## src/rtl/ddr3_ps_pkg.sv

```systemverilog
// Shared definitions for the DDR3 read-capture clock phase-shift sequencer.
// Optional build macro: DDR3_PS_WRAP_EN (modulo phase tracking, see ddr3_ps_ctrl).
package ddr3_ps_pkg;

  localparam int DEF_POS_W     = 12;
  localparam int DEF_CNT_W     = 10;
  // 56 fine steps per VCO period x CLKOUT2_DIVIDE of 3
  localparam int DEF_PS_PERIOD = 168;

  typedef enum logic [1:0] {
    PS_IDLE,
    PS_ISSUE,
    PS_WAIT_DONE,
    PS_GAP
  } ps_state_t;

  function automatic int imax(input int a, input int b);
    return (a > b) ? a : b;
  endfunction

endpackage

```

## src/rtl/ddr3_ps_ctrl_if.sv

```systemverilog
// Command channel between read-leveling/calibration logic and the phase-shift
// sequencer. The requester is the master; the sequencer is the slave.
interface ddr3_ps_ctrl_if
  import ddr3_ps_pkg::*;
#(
  parameter int CNT_W = DEF_CNT_W
);

  logic             cmd_valid;
  logic             cmd_ready;
  logic             cmd_home;
  logic             cmd_dir;
  logic [CNT_W-1:0] cmd_count;
  logic             cmd_done;

  modport master (
    output cmd_valid,
    output cmd_home,
    output cmd_dir,
    output cmd_count,
    input  cmd_ready,
    input  cmd_done
  );

  modport slave (
    input  cmd_valid,
    input  cmd_home,
    input  cmd_dir,
    input  cmd_count,
    output cmd_ready,
    output cmd_done
  );

endinterface

```

## src/rtl/ddr3_ps_timeout.sv

```systemverilog
// Loadable down-counter shared by the inter-step gap and the PSDONE watchdog.
// Loading N makes expire assert on the Nth cycle after the load cycle; a load
// of 0 never expires.
module ddr3_ps_timeout #(
  parameter int TMR_W = 7
) (
  input  logic             clk,
  input  logic             rst,
  input  logic             load,
  input  logic [TMR_W-1:0] load_val,
  output logic             expire
);

  logic [TMR_W-1:0] cnt;

  // Reload has priority; otherwise count down and park at zero.
  always_ff @(posedge clk) begin
    if (rst) begin
      cnt <= '0;
    end else if (load) begin
      cnt <= load_val;
    end else if (cnt != '0) begin
      cnt <= cnt - TMR_W'(1);
    end
  end

  assign expire = (cnt == TMR_W'(1));

endmodule

```

## src/rtl/ddr3_ps_ctrl.sv

```systemverilog
// MMCM fine phase-shift sequencer for the DDR3 read-capture clock.
// Runs in the clk_app domain (PSCLK = clk_app). Issues one PSEN pulse per step,
// waits for PSDONE (with watchdog), and tracks the resulting phase position.
// Optional build macro DDR3_PS_WRAP_EN: position wraps modulo PS_PERIOD,
// home takes the shorter direction and err_limit is tied low. Without it the
// position is signed and saturates at +/-PS_LIMIT.
module ddr3_ps_ctrl
  import ddr3_ps_pkg::*;
#(
  parameter int POS_W      = DEF_POS_W,
  parameter int CNT_W      = DEF_CNT_W,
  parameter int PS_LIMIT   = 1024,
  parameter int PS_PERIOD  = DEF_PS_PERIOD,
  parameter int GAP_CYCLES = 2,
  parameter int TIMEOUT    = 64
) (
  input  logic                    clk_app,
  input  logic                    rstdiv0,
  input  logic                    mmcm_locked,
  ddr3_ps_ctrl_if.slave           cmd_if,
  output logic                    PSEN,
  output logic                    PSINCDEC,
  input  logic                    PSDONE,
  output logic signed [POS_W-1:0] phase_pos,
  output logic                    busy,
  output logic                    err_limit,
  output logic                    err_timeout
);

  localparam int REM_W = imax(CNT_W, POS_W);
  localparam int TMR_W = $clog2(imax(imax(TIMEOUT, GAP_CYCLES), 1) + 1);
  // Watchdog load: PSDONE is accepted up to and including the cycle
  // TIMEOUT-1 after PSEN, so the error flag rises TIMEOUT cycles after PSEN.
  localparam logic [TMR_W-1:0] TO_LOAD  = TMR_W'((TIMEOUT > 1) ? (TIMEOUT - 1) : 1);
  localparam logic [TMR_W-1:0] GAP_LOAD = TMR_W'(GAP_CYCLES);
  localparam logic signed [POS_W-1:0] POS_ONE = POS_W'(1);
`ifdef DDR3_PS_WRAP_EN
  localparam logic signed [POS_W-1:0] POS_TOP = POS_W'(PS_PERIOD - 1);
`endif

  ps_state_t                state;
  logic [REM_W-1:0]         remaining;
  logic signed [POS_W-1:0]  pos;
  logic                     psen_q;
  logic                     incdec_q;
  logic                     ready_q;
  logic                     busy_q;
  logic                     done_q;
  logic                     err_lim_q;
  logic                     err_to_q;

  logic                     accept;
  logic                     start_inc;
  logic [REM_W-1:0]         start_rem;
  int                       pos_i;
  logic signed [POS_W-1:0]  pos_after;
  logic                     blk_start;
  logic                     blk_after;
  logic                     blk_gap;
  logic                     tmr_load;
  logic [TMR_W-1:0]         tmr_val;
  logic                     tmr_expire;

  // Position one step away, honouring wrap-around when enabled.
  function automatic logic signed [POS_W-1:0] step_pos(
    input logic signed [POS_W-1:0] p,
    input logic                    inc
  );
`ifdef DDR3_PS_WRAP_EN
    if (inc) return (p == POS_TOP) ? '0 : p + POS_ONE;
    else     return (p == '0) ? POS_TOP : p - POS_ONE;
`else
    return inc ? p + POS_ONE : p - POS_ONE;
`endif
  endfunction

`ifndef DDR3_PS_WRAP_EN
  // Saturation guard: true when one more step would leave [-PS_LIMIT, PS_LIMIT].
  function automatic logic step_blocked(
    input logic signed [POS_W-1:0] p,
    input logic                    inc
  );
    int n;
    n = int'(p) + (inc ? 1 : -1);
    return (n > PS_LIMIT) || (n < -PS_LIMIT);
  endfunction
`endif

  assign cmd_if.cmd_ready = ready_q & mmcm_locked;
  assign cmd_if.cmd_done  = done_q;
  assign accept           = cmd_if.cmd_valid & cmd_if.cmd_ready;
  assign PSEN             = psen_q;
  assign PSINCDEC         = incdec_q;
  assign phase_pos        = pos;
  assign busy             = busy_q;
  assign err_timeout      = err_to_q;
`ifdef DDR3_PS_WRAP_EN
  assign err_limit        = 1'b0;
`else
  assign err_limit        = err_lim_q;
`endif

  // Decode a new command into direction and step count (home resolves from position).
  always_comb begin
    pos_i     = int'(pos);
    start_inc = cmd_if.cmd_dir;
    start_rem = REM_W'(cmd_if.cmd_count);
    if (cmd_if.cmd_home) begin
`ifdef DDR3_PS_WRAP_EN
      if (pos_i > PS_PERIOD / 2) begin
        start_inc = 1'b1;
        start_rem = REM_W'(PS_PERIOD - pos_i);
      end else begin
        start_inc = 1'b0;
        start_rem = REM_W'(pos_i);
      end
`else
      start_inc = pos[POS_W-1];
      start_rem = REM_W'((pos_i < 0) ? -pos_i : pos_i);
`endif
    end
  end

  // Limit checks for each point where a new step may be launched.
  always_comb begin
    pos_after = step_pos(pos, incdec_q);
`ifdef DDR3_PS_WRAP_EN
    blk_start = 1'b0;
    blk_after = 1'b0;
    blk_gap   = 1'b0;
`else
    blk_start = step_blocked(pos, start_inc);
    blk_after = step_blocked(pos_after, incdec_q);
    blk_gap   = step_blocked(pos, incdec_q);
`endif
  end

  // Arm the watchdog while PSEN is out, then the gap timer once PSDONE returns.
  always_comb begin
    tmr_load = 1'b0;
    tmr_val  = TO_LOAD;
    if (state == PS_ISSUE) begin
      tmr_load = 1'b1;
    end else if ((state == PS_WAIT_DONE) && PSDONE) begin
      tmr_load = 1'b1;
      tmr_val  = GAP_LOAD;
    end
  end

  ddr3_ps_timeout #(
    .TMR_W (TMR_W)
  ) u_timer (
    .clk      (clk_app),
    .rst      (rstdiv0),
    .load     (tmr_load),
    .load_val (tmr_val),
    .expire   (tmr_expire)
  );

  // Step sequencer: IDLE -> ISSUE -> WAIT_DONE -> (GAP ->) ISSUE ... -> IDLE.
  always_ff @(posedge clk_app) begin
    if (rstdiv0) begin
      state     <= PS_IDLE;
      remaining <= '0;
      pos       <= '0;
      psen_q    <= 1'b0;
      incdec_q  <= 1'b0;
      ready_q   <= 1'b0;
      busy_q    <= 1'b0;
      done_q    <= 1'b0;
      err_lim_q <= 1'b0;
      err_to_q  <= 1'b0;
    end else if (!mmcm_locked) begin
      // MMCM relock resets its phase; drop the command silently.
      state     <= PS_IDLE;
      remaining <= '0;
      pos       <= '0;
      psen_q    <= 1'b0;
      ready_q   <= 1'b1;
      busy_q    <= 1'b0;
      done_q    <= 1'b0;
    end else begin
      psen_q <= 1'b0;
      done_q <= 1'b0;
      case (state)
        PS_IDLE: begin
          ready_q <= 1'b1;
          busy_q  <= 1'b0;
          if (accept) begin
            incdec_q <= start_inc;
            if (start_rem == '0) begin
              done_q <= 1'b1;
            end else if (blk_start) begin
              err_lim_q <= 1'b1;
              remaining <= '0;
              done_q    <= 1'b1;
            end else begin
              remaining <= start_rem;
              state     <= PS_ISSUE;
              psen_q    <= 1'b1;
              ready_q   <= 1'b0;
              busy_q    <= 1'b1;
            end
          end
        end

        PS_ISSUE: begin
          state <= PS_WAIT_DONE;
        end

        PS_WAIT_DONE: begin
          if (PSDONE) begin
            pos       <= pos_after;
            remaining <= remaining - REM_W'(1);
            if (remaining == REM_W'(1)) begin
              state   <= PS_IDLE;
              done_q  <= 1'b1;
              ready_q <= 1'b1;
              busy_q  <= 1'b0;
            end else if (GAP_CYCLES != 0) begin
              state <= PS_GAP;
            end else if (blk_after) begin
              err_lim_q <= 1'b1;
              remaining <= '0;
              state     <= PS_IDLE;
              done_q    <= 1'b1;
              ready_q   <= 1'b1;
              busy_q    <= 1'b0;
            end else begin
              state  <= PS_ISSUE;
              psen_q <= 1'b1;
            end
          end else if (tmr_expire) begin
            err_to_q  <= 1'b1;
            remaining <= '0;
            state     <= PS_IDLE;
            done_q    <= 1'b1;
            ready_q   <= 1'b1;
            busy_q    <= 1'b0;
          end
        end

        PS_GAP: begin
          if (tmr_expire) begin
            if (blk_gap) begin
              err_lim_q <= 1'b1;
              remaining <= '0;
              state     <= PS_IDLE;
              done_q    <= 1'b1;
              ready_q   <= 1'b1;
              busy_q    <= 1'b0;
            end else begin
              state  <= PS_ISSUE;
              psen_q <= 1'b1;
            end
          end
        end

        default: begin
          state <= PS_IDLE;
        end
      endcase
    end
  end

endmodule

```

## src/flat_wrapper.sv

```systemverilog
// flat-port wrapper written by rule: the top's interface ports become plain ports
module ddr3_ps_ctrl_flat import ddr3_ps_pkg::*;
#(
  parameter int POS_W      = DEF_POS_W,
  parameter int CNT_W      = DEF_CNT_W,
  parameter int PS_LIMIT   = 1024,
  parameter int PS_PERIOD  = DEF_PS_PERIOD,
  parameter int GAP_CYCLES = 2,
  parameter int TIMEOUT    = 64
)
  (clk_app, rstdiv0, mmcm_locked, PSEN, PSINCDEC, PSDONE, phase_pos, busy, err_limit, err_timeout, cmd_if_cmd_valid, cmd_if_cmd_home, cmd_if_cmd_dir, cmd_if_cmd_count, cmd_if_cmd_ready, cmd_if_cmd_done);
  ddr3_ps_ctrl_if #(.CNT_W(CNT_W)) cmd_if_i ();
  input  logic clk_app;
  input  logic rstdiv0;
  input  logic mmcm_locked;
  output logic PSEN;
  output logic PSINCDEC;
  input  logic PSDONE;
  output logic signed [POS_W-1:0] phase_pos;
  output logic busy;
  output logic err_limit;
  output logic err_timeout;
  input wire logic [$bits(cmd_if_i.cmd_valid)-1:0] cmd_if_cmd_valid;
  input wire logic [$bits(cmd_if_i.cmd_home)-1:0] cmd_if_cmd_home;
  input wire logic [$bits(cmd_if_i.cmd_dir)-1:0] cmd_if_cmd_dir;
  input wire logic [$bits(cmd_if_i.cmd_count)-1:0] cmd_if_cmd_count;
  output wire logic [$bits(cmd_if_i.cmd_ready)-1:0] cmd_if_cmd_ready;
  output wire logic [$bits(cmd_if_i.cmd_done)-1:0] cmd_if_cmd_done;
  assign cmd_if_i.cmd_valid = cmd_if_cmd_valid;
  assign cmd_if_i.cmd_home = cmd_if_cmd_home;
  assign cmd_if_i.cmd_dir = cmd_if_cmd_dir;
  assign cmd_if_i.cmd_count = cmd_if_cmd_count;
  assign cmd_if_cmd_ready = cmd_if_i.cmd_ready;
  assign cmd_if_cmd_done = cmd_if_i.cmd_done;
  ddr3_ps_ctrl #(.POS_W(POS_W), .CNT_W(CNT_W), .PS_LIMIT(PS_LIMIT), .PS_PERIOD(PS_PERIOD), .GAP_CYCLES(GAP_CYCLES), .TIMEOUT(TIMEOUT)) u_core (.clk_app(clk_app), .rstdiv0(rstdiv0), .mmcm_locked(mmcm_locked), .cmd_if(cmd_if_i), .PSEN(PSEN), .PSINCDEC(PSINCDEC), .PSDONE(PSDONE), .phase_pos(phase_pos), .busy(busy), .err_limit(err_limit), .err_timeout(err_timeout));
endmodule
```

## config.mk

```make
export PLATFORM = sky130hd
export DESIGN_NAME = ddr3_ps_ctrl_flat
export DESIGN_NICKNAME = d
export VERILOG_FILES = /design/src/rtl/ddr3_ps_pkg.sv /design/src/rtl/ddr3_ps_ctrl_if.sv /design/src/rtl/ddr3_ps_timeout.sv /design/src/rtl/ddr3_ps_ctrl.sv /design/src/flat_wrapper.sv
export SDC_FILE = /design/constraint.sdc
export NUM_CORES = 1
export LEC_CHECK = 0
export CORE_UTILIZATION = 40
export DETAILED_ROUTE_END_ITERATION = 10
export SLEW_MARGIN = 25
export SYNTH_ARGS = -nofsm -noshare
export SYNTH_HDL_FRONTEND = slang
export SYNTH_SLANG_ARGS = --single-unit
export TNS_END_PERCENT = 50
```

## constraint.sdc

```tcl
create_clock -name clk_app -period 19.8 [get_ports clk_app]
set_input_delay 5.94 -clock clk_app [delete_from_list [all_inputs] [get_ports clk_app]]
set_output_delay 5.94 -clock clk_app [all_outputs]
set_load 0.1 [all_outputs]
```

==> metrics.txt <==
Die ar.=10900 sq um; Setup Viol. Count Final=0; drt wl/cell=16.2 um; Mapped Cells=approximately 520; Final Cell Area=approximately 4700 sq um; share of cells above drive strength 1=around 7.5%; vias in the first global route=3804; total CTS buffers=5; Worst-path clk slew=0.08 ns; CTS resizes=0; status=complete, no violations; Yosys top cell area share=between 10% and 20%; CP max FO=5; Leakage=1.82 nW; Setup Fix Bufs, Post-CTS=0; Synth Warn #=0; vias per cell=5.75; num rows=37; drt pass-1 iters=4; Yosys top cell by area=dfxtp_1; 1st-iter DRT viols=167; Final Hold Viols=0; syn_area_per_cell=8.11 sq um; Num Clock Sinks=40; DR vias=around 3900; # hold bufs at CTS=0; maximum buffer depth of the clock tree=2; critical path type=input pin to output pin; Slew Viols, Final=0; max frequency=0.0727 GHz; nets@finish=a little over 600; CTS tree=yes; number of antenna-violating nets in the routed design=0; worst hold-check path type=register to register; H-tree depth=2; worst setup margin=~6.0 ns; CP Launch Type=input pin; EDFF count, synth=0; Final period util=69.5%; Die Wd=104 um; Peak VDD IR=~0.000034 V; synth top area cells=dfxtp_1 19%, ha_1 9.5%, nor2_1 5.8%; CP required=13.86 ns; Primary FF master, synth=dfxtp_1; FF+latch count, synth=40; HPWL after DPL=between 8000 and 9000 um; area grow syn2layout=13.2%; die height=between 100 and 150 um; arrival time worst endpoint=7.82 ns; Async S/R FF share, synth=0%; gr usage total=a little over a fifth; Initial Util=about two fifths; final wirelength=about 11000 um; cell area after placement=around 4600 sq um; total gr overflow=0; global-route wire length before repair=around 19000 um; post-route non-filler standard cell count=a little under 700; Slew HR=31.6%; RSZ-0062 raised after global routing=no; initial antenna violation count=0; Root Buffer=clkbuf_8; synthesized net count=578; synthesized cell area=4190 sq um; Cells after DPL=roughly 670; Setup TNS=0 ns; clk_lat worst skew=about 0.29 ns; PwrDens=a little over 50 nW/um^2; Tot Pwr=approximately 0.25 mW; # IOs=36; minimum clock period=13.76 ns; Placer Congestion=0.864; crit path capture type=output pin; # Max-Cap Violations=0; area of the core=10200 sq um; pre-CTS setup slack=6.04 ns; pin count of the biggest net entering global routing=26; worst slew pin tran=1.02 ns; clk_skew=approximately 0.0062 ns; Buffers on Ports=35; Cell variety after synth=between 80 and 90; DRC=0; register area share after synthesis=a little under a fifth; Ant. Diodes=0
## sequential cells by signal, summed over array words and instances (netlist names)
| signal | cells |
|---|---|
| u_core.err_timeout | 1 |
| u_core.u_timer.cnt | 7 |
| u_core.phase_pos | 12 |
| u_core.err_limit | 1 |
| u_core.cmd_if.cmd_done | 1 |
| u_core.state | 2 |
| u_core.PSINCDEC | 1 |
| u_core.remaining | 12 |
| u_core.PSEN | 1 |
| u_core.ready_q | 1 |
| u_core.busy | 1 |
## cell usage in the layout, fill, tap and decap left out, drive strengths merged, types with 9 or more instances in the layout
| cell type | instances |
|---|---|
| a211oi | 17 |
| a21o | 10 |
| a21oi | 39 |
| and2 | 12 |
| clkdlybuf4s50 | 35 |
| dfxtp | 40 |
| fa | 12 |
| ha | 32 |
| inv | 21 |
| mux2i | 9 |
| nand2 | 32 |
| nor2 | 66 |
| nor2b | 10 |
| nor3 | 21 |
| o21ai | 25 |
| xnor2 | 17 |
## cells in the mapped netlist (10+ instances only)
cell / instances
fa_1: 12
nand2_1: 32
nor2b_1: 10
nor3_1: 19
nor2_1: 65
dfxtp_1: 40
a21oi_1: 38
ha_1: 32
inv_1: 20
xnor2_1: 17
and2_1: 12
a21o_1: 10
a211oi_1: 13
o21ai_0: 18
## routing by layer
metal  vias to the layer above  global-route usage [%]  share of wire [%]
met1                      1849                    28.1                 49
met2                        79                    35.2                 47
met3                        15                    2.13                2.9
met5                         -                       0                  0
met4                         0                    5.61                1.6
li1                       1972                       -                  -
## cells by family after synthesis
family                   share of synthesized area (%)
flip-flops                                        19.1
buffers and inverters                             4.18
adder cells (fa/ha/maj)                           15.3
XOR/XNOR                                          4.59
multiplexers                                      2.77
AO/OA/AOI/OAI                                     27.6
AND/OR/NAND/NOR                                   26.5
## report_power, final
part	total (mW)	internal, mW	leakage, nW	switching (mW)
Sequential	0.0929	0.0871	0.325	0.00577
Clock	0.0678	0.0375	0.0552	0.0303
Combinational	0.0850	0.0374	1.44	0.0476
Total	0.246	0.162	1.82	0.0837
## worst paths after layout
| check | startpoint | endpoint | slack [ns] | cells past startpoint |
|---|---|---|---|---|
| worst max-delay path | mmcm_locked | cmd_if_cmd_ready | 6.04 | 3 |
| worst max register to register | u_core.phase_pos[11] | u_core.remaining[0] | 13.72 | 20 |
| worst min register to register | u_core.err_timeout | u_core.err_timeout | 0.48 | 2 |
| worst min-delay path | u_core.err_timeout | u_core.err_timeout | 0.48 | 2 |
## critical path, stage by stage
cell and delay [ns]:
clkdlybuf4s50_1 0.55, and2_1 0.19, clkdlybuf4s50_1 1.14
## metrics by stage
step | hold WS (ns) | utilization (%)
2_1_floorplan | 0.462 | -
3_3_place_gp | 0.454 | 45.4
3_5_place_dp | 0.471 | 45.4
4_1_cts | 0.490 | 46.4
5_1_grt | 0.513 | 46.4
6_report | 0.480 | 46.4
## cell type report
| cell class | count | area [sq um] |
|---|---|---|
| Clock buffer | 6 | 72.6 |
| Tap cell | 136 | 170 |
| Fill cell | 1000 | 5480 |
| Timing Repair Buffer | 38 | 373 |
| Multi-Input combinational cell | 438 | 3220 |
| Inverter | 21 | 78.8 |
| Clock inverter | 2 | 35.0 |
| Sequential cell | 40 | 801 |
No activity file was read; power rests on OpenSTA's default activity.
